--- config.mk ---
export PLATFORM = sky130hd
export DESIGN_NAME = timer_ctrl_flat
export DESIGN_NICKNAME = d
export VERILOG_FILES = /design/src/rtl/timer_ctrl_if.sv /design/src/rtl/timer_ctrl.sv /design/src/flat_wrapper.sv
export SDC_FILE = /design/constraint.sdc
export NUM_CORES = 1
export LEC_CHECK = 0
export CELL_PAD_IN_SITES_DETAIL_PLACEMENT = 0
export CELL_PAD_IN_SITES_GLOBAL_PLACEMENT = 1
export CORE_MARGIN = 5
export CORE_UTILIZATION = 45
export DETAILED_ROUTE_END_ITERATION = 12
export GPL_TIMING_DRIVEN = 0
export PLACE_DENSITY_LB_ADDON = 0.1
export SKIP_LAST_GASP = 1
export SYNTH_ARGS = -nofsm -noshare
export SYNTH_HDL_FRONTEND = slang
export SYNTH_SLANG_ARGS = --single-unit
--- constraint.sdc ---
create_clock -name clock -period 4.5 [get_ports clock]
set_clock_uncertainty 0.15 [all_clocks]
set_input_delay 1.125 -clock clock [delete_from_list [all_inputs] [get_ports clock]]
set_output_delay 1.125 -clock clock [all_outputs]
set_load 0.1 [all_outputs]
--- src/rtl/timer_ctrl_if.sv ---
// Register bus between the CPU side and the timer controller.
// The master drives the write strobe, address and write data; the slave
// returns read data and the interrupt request.
interface timer_ctrl_if #(
   parameter int unsigned WIDTH = 32
) ();
   logic             we;
   logic [1:0]       addr;
   logic [WIDTH-1:0] wdata;
   logic [WIDTH-1:0] rdata;
   logic             irq;

   modport master (
      output we, addr, wdata,
      input  rdata, irq
   );

   modport slave (
      input  we, addr, wdata,
      output rdata, irq
   );
endinterface

--- src/rtl/timer_ctrl.sv ---
// Down-counting timer controller with a CPU register bus.
// Registers: 0 CTRL {IM, MODE[1:0], EN}, 1 PRESET (r/w), 2 COUNT (ro), 3 reserved.
// Sequence: IDLE -> LOAD -> CNT ... -> INT. At terminal count the pending flag
// is set. In one-shot mode hardware clears EN. In auto-reload mode EN stays set
// and the next run starts.
module timer_ctrl #(
   parameter int unsigned WIDTH = 32
) (
   input logic          clock,
   input logic          reset_n,
   timer_ctrl_if.slave  bus
);

   localparam logic [1:0] ST_IDLE = 2'd0;
   localparam logic [1:0] ST_LOAD = 2'd1;
   localparam logic [1:0] ST_CNT  = 2'd2;
   localparam logic [1:0] ST_INT  = 2'd3;

   localparam logic [1:0] MODE_RELOAD = 2'b01;

   logic [1:0]       state;
   logic             ctrl_en;
   logic [1:0]       ctrl_mode;
   logic             ctrl_im;
   logic [WIDTH-1:0] preset_q;
   logic [WIDTH-1:0] count_q;
   logic             pend;

   logic             wr_ctrl;
   logic             wr_preset;
   logic             reload;
   logic             terminal;

   assign wr_ctrl   = bus.we && (bus.addr == 2'd0);
   assign wr_preset = bus.we && (bus.addr == 2'd1);
   // MODE values 10 and 11 fall back to one-shot.
   assign reload    = (ctrl_mode == MODE_RELOAD);
   // A preset of 0 is treated like 1: the first CNT cycle is already terminal.
   assign terminal  = (state == ST_CNT) && ctrl_en && (count_q <= WIDTH'(1));

   // CTRL register. A software write in the same cycle as the one-shot EN clear takes priority.
   always_ff @(posedge clock or negedge reset_n) begin
      if (!reset_n) begin
         ctrl_en   <= 1'b0;
         ctrl_mode <= 2'b00;
         ctrl_im   <= 1'b0;
      end else if (wr_ctrl) begin
         ctrl_en   <= bus.wdata[0];
         ctrl_mode <= bus.wdata[2:1];
         ctrl_im   <= bus.wdata[3];
      end else if ((state == ST_INT) && !reload) begin
         ctrl_en   <= 1'b0;
      end
   end

   // PRESET register. A running count only picks up a new value at the next LOAD.
   always_ff @(posedge clock or negedge reset_n) begin
      if (!reset_n) begin
         preset_q <= '0;
      end else if (wr_preset) begin
         preset_q <= bus.wdata;
      end
   end

   // Pending flag. Terminal count takes priority over a CTRL-write clear.
   always_ff @(posedge clock or negedge reset_n) begin
      if (!reset_n) begin
         pend <= 1'b0;
      end else if (terminal) begin
         pend <= 1'b1;
      end else if (wr_ctrl) begin
         pend <= 1'b0;
      end
   end

   // Sequencer and counter. One state transition per clock.
   always_ff @(posedge clock or negedge reset_n) begin
      if (!reset_n) begin
         state   <= ST_IDLE;
         count_q <= '0;
      end else begin
         case (state)
            ST_IDLE: begin
               if (ctrl_en) begin
                  state <= ST_LOAD;
               end
            end
            ST_LOAD: begin
               if (ctrl_en) begin
                  count_q <= preset_q;
                  state   <= ST_CNT;
               end else begin
                  state   <= ST_IDLE;
               end
            end
            ST_CNT: begin
               if (!ctrl_en) begin
                  state <= ST_IDLE;
               end else if (count_q > WIDTH'(1)) begin
                  count_q <= count_q - WIDTH'(1);
               end else begin
                  count_q <= '0;
                  state   <= ST_INT;
               end
            end
            ST_INT: begin
               state <= ST_IDLE;
            end
            default: begin
               state <= ST_IDLE;
            end
         endcase
      end
   end

   // Combinational register read of the addressed register.
   always_comb begin
      bus.rdata = '0;
      case (bus.addr)
         2'd0:    bus.rdata[3:0] = {ctrl_im, ctrl_mode, ctrl_en};
         2'd1:    bus.rdata = preset_q;
         2'd2:    bus.rdata = count_q;
         default: bus.rdata = '0;
      endcase
   end

   assign bus.irq = pend & ctrl_im;

endmodule

--- src/flat_wrapper.sv ---
// flat-port wrapper written by rule: the top's interface ports become plain ports
module timer_ctrl_flat 
#(
   parameter int unsigned WIDTH = 32
)
  (clock, reset_n, bus_we, bus_addr, bus_wdata, bus_rdata, bus_irq);
  timer_ctrl_if #(.WIDTH(WIDTH)) bus_i ();
  input logic clock;
  input logic reset_n;
  input wire logic [$bits(bus_i.we)-1:0] bus_we;
  input wire logic [$bits(bus_i.addr)-1:0] bus_addr;
  input wire logic [$bits(bus_i.wdata)-1:0] bus_wdata;
  output wire logic [$bits(bus_i.rdata)-1:0] bus_rdata;
  output wire logic [$bits(bus_i.irq)-1:0] bus_irq;
  assign bus_i.we = bus_we;
  assign bus_i.addr = bus_addr;
  assign bus_i.wdata = bus_wdata;
  assign bus_rdata = bus_i.rdata;
  assign bus_irq = bus_i.irq;
  timer_ctrl #(.WIDTH(WIDTH)) u_core (.clock(clock), .reset_n(reset_n), .bus(bus_i));
endmodule
==> results.toml <==
[final_layout]
drive_gt1_frac = 0.2030
instances_no_fill = 656
fin_util = 0.5722
num_antenna_cells = 0
area_growth_pct = 23.75
filler_cell_count = 872
nets = 571

[floorplan]
die-area_um2 = 11540
fp.dieW_um = 107.4
io_pins = 70
rows = 35
start_util = 0.4624
die_h_um = 107.4
fp.coreArea_um2 = 9240

[placed_design]
dp_cells = 641
place_congestion = 0.8935
place_hpwl_mm = 9.790
io_buffers = 69

[timing]
tightest_slew_ns = 1.196
hold_violations = 0
slew_headroom = 0.1956
fin_crit_sh = 0.9845
finalMaxSlewViolations = 0
period_minus_slack_ns = 4.430
setup_violations = 0
fmax_mhz = 225.7

[detailed_routing]
wirelength_mm = 13.74
drc = 0
vias = 4030
ant_nets = 0
wire_per_inst_um = 20.94
firstDrtPassIters = 5
drtIter0Drc = 335
vias_per_cell = 6.143

[synthesis]
ys_ff_latch = 71
yosys_warnings = 0
synth_top_area_share = 0.4158
synth.distinct_cells = 57
async_flop_share = 1.000
ys_seq_area_frac = 0.4158
yosysTopAreaCell = "dfrtp_1"
avgSynthCellArea_um2 = 9.667
synthTopCellsByArea = "dfrtp_1 42%, mux2_2 9.2%, a22oi_1 5.8%"
synthFlopType = "dfrtp_1"
synth_edf_count = 0
syn_inst = 442
syn_area_um2 = 4273
mappedNetlistNets = 490

[pwr]
powerDensity_nw_per_um2 = 656.3
internal_power_mw = 1.803
leakage_nw = 2.186
clock_power_share = 0.166
switchingPower_mw = 1.667
swShare = 0.4804
seqPwrFrac = 0.323
power.total_mw = 3.470
power_frac_comb = 0.512
ir_drop_mv = 0.2834

[global_route]
grt_max_degree = 48
antenna_found_initial = 1
grt_pass1_vias = 3936
grt_pass1_wl_mm = 21.69
grt_overflow_total = 0
grt.total_usage = 0.2427

[critical_path]
arrival_ns = 3.16
startpoint = "bus_addr[1]"
end_kind = "output port"
cp_data_required_time_ns = 3.22
reg2reg_from = "u_core.count_q[0]$_DFFE_PN0P_"
critical_path_class = "input pin to output port"
critPathMaxStageDelay_ns = 0.45
cp_slowest_cell = "clkdlybuf4s50_1"
start_kind = "input pin"
cp_top_family = "buffers and inverters"
crit_path_max_fanout = 10
path_buf_inv = 5
path_cells = "clkdlybuf4s50_1 -> inv_1 -> ha_1 -> clkbuf_1 -> clkbuf_2 -> a22oi_1 -> nor2b_1 -> buf_2"

[cts]
cts_sinks = 71
root_buffer = "clkbuf_8"
htreeDepth = 3
cts_buffers = 9
clkTransAtPathRegs_ns = 0.08
worstSkewPairLatency_ns = 0.36
cts_tree = "yes"
postCtsSetupBuffers = 0
postCtsHoldBufs = 0
clockBufferDepth = 2

[min_path]
hold_path_class = "flop to flop"
min-delay-start = "u_core.pend$_DFFE_PN0P_"

[outcome]
outcome = "finished, final reports clean"

[job]
maxCapViolations = 0
[worst min-delay path, delay by kind of cell (launching register included)]
family	cells	cell delay, ns
flops	1	0.38
simple gates	2	0.11
[synthesized netlist by cell type (2+ instances only)]
library cell / count
and2_1: 3
o31a_1: 2
buf_2: 3
or2_2: 2
a22o_1: 5
inv_1: 14
a21oi_1: 15
a31oi_1: 3
o22ai_1: 3
nor4_1: 9
nand3_1: 23
ha_1: 11
mux2_2: 35
o311ai_0: 4
o211ai_1: 6
nor2_1: 27
o21ai_1: 5
nor3_1: 4
a221oi_1: 2
nand4_1: 5
or3_1: 6
clkbuf_1: 22
o41ai_1: 2
or4_4: 2
buf_1: 5
a32o_1: 2
a21o_1: 2
nand3b_1: 2
a221o_1: 6
a222oi_1: 4
nand4b_1: 2
and3_1: 10
dfrtp_1: 71
a22oi_1: 33
nor2b_1: 29
nand2_1: 23
o21ai_0: 8
or4_1: 13
[power by group through the flow]
| stage | combinational (mW) | clock [mW] | sequential (mW) |
|---|---|---|---|
| detailed placement | 1.77 | 0 | 1.12 |
| global placement | 1.74 | 0 | 1.11 |
| global route | 1.94 | 0.609 | 1.15 |
| floorplan | 1.31 | 0 | 1.04 |
| finish | 1.78 | 0.574 | 1.12 |
| CTS | 1.76 | 0.580 | 1.11 |
[path summary, 6_finish.rpt]
| check | endpoint | slack [ns] | cells after the start |
|---|---|---|---|
| min in group asynchronous | u_core.count_q[31]$_DFFE_PN0P_ | 0.52 | 1 |
| worst min register to register | u_core.pend$_DFFE_PN0P_ | 0.37 | 2 |
| worst max register to register | u_core.count_q[26]$_DFFE_PN0P_ | 1.20 | 7 |
| worst max-delay path | bus_rdata[25] | 0.07 | 8 |
| max in group asynchronous | u_core.preset_q[13]$_DFFE_PN0P_ | 3.10 | 2 |
| worst min-delay path | u_core.pend$_DFFE_PN0P_ | 0.37 | 2 |
[logic make-up after synthesis]
kind of cell,count (synthesis),synth area share
adder cells (fa/ha/maj),11,0.03221
AND/OR/NAND/NOR,166,0.2187
AO/OA/AOI/OAI,111,0.1936
flip-flops,71,0.4158
buffers and inverters,47,0.04509
multiplexers,36,0.09458
[routing by layer]
layer,GRT usage,wire (µm)
met5,0,0
met4,0.07665,292
met3,0.03839,803
met2,0.3896,6521
met1,0.3365,6118
[placed cells by master (no fill, tap or decap), drive strengths merged, types with 3 or more instances in the layout]
cell type      Yosys  final
nand3             23     23
inv               14     14
a222oi             4      4
o211ai             6      6
a221o              6      6
and2               3      3
o22ai              3      3
nand2             23     23
dfrtp             71     71
nor2b             29     29
o311ai             5      5
or3                6      6
or4               15     15
a31oi              3      3
nor4               9      9
nor2              27     27
and3              10     10
a22o               5      5
mux2              35     35
a22oi             33     33
clkinv             0      3
ha                11     11
nand4              5      5
a21oi             15     15
nor3               5      5
buf               10     36
o21ai             13     13
clkdlybuf4s50      0     36
clkbuf            23     38
[registers in the layout, summed over array words and instances, names as in the netlist]
name              cells
u_core.preset_q      32
u_core.ctrl_en        1
u_core.ctrl_mode      2
u_core.state          2
u_core.count_q       32
u_core.ctrl_im        1
u_core.pend           1
[timing repair]
item                                    in CTS  in global routing
endpoints found under the hold margin        0                  0
resized for setup                          181                 11
endpoints found under the setup margin      32                 16
[cell type report]
cell class / instances / area, µm² / area share
sequential: 71 / 1777 / 0.3360
buffer: 33 / 150.1 / 0.02840
clock buffer: 9 / 123.9 / 0.02343
timing repair buffer: 70 / 630.6 / 0.1193
clock inverter: 6 / 86.33 / 0.01633
tap: 129 / 161.4 / 0.03053
inverter: 14 / 52.55 / 0.009938
multi-input combinational: 324 / 2306 / 0.4361
[per-stage QoR]
step | setup TNS [ns] | worst slack [ns] | hold slack (ns) | instance area (µm²)
after detailed placement | -27.50 | -0.9823 | 0.3464 | 5150
final | 0 | 0.06981 | 0.3684 | 5288
after global placement | -60.75 | -0.9995 | 0.3410 | 5125
after CTS | -0.1113 | -0.1113 | 0.3762 | 5268
after floorplan | 0 | 0.001158 | 0.2811 | 4273
after global routing | -0.0004097 | -0.0004097 | 0.4016 | 5288
No activity file was read; power rests on OpenSTA's default activity.
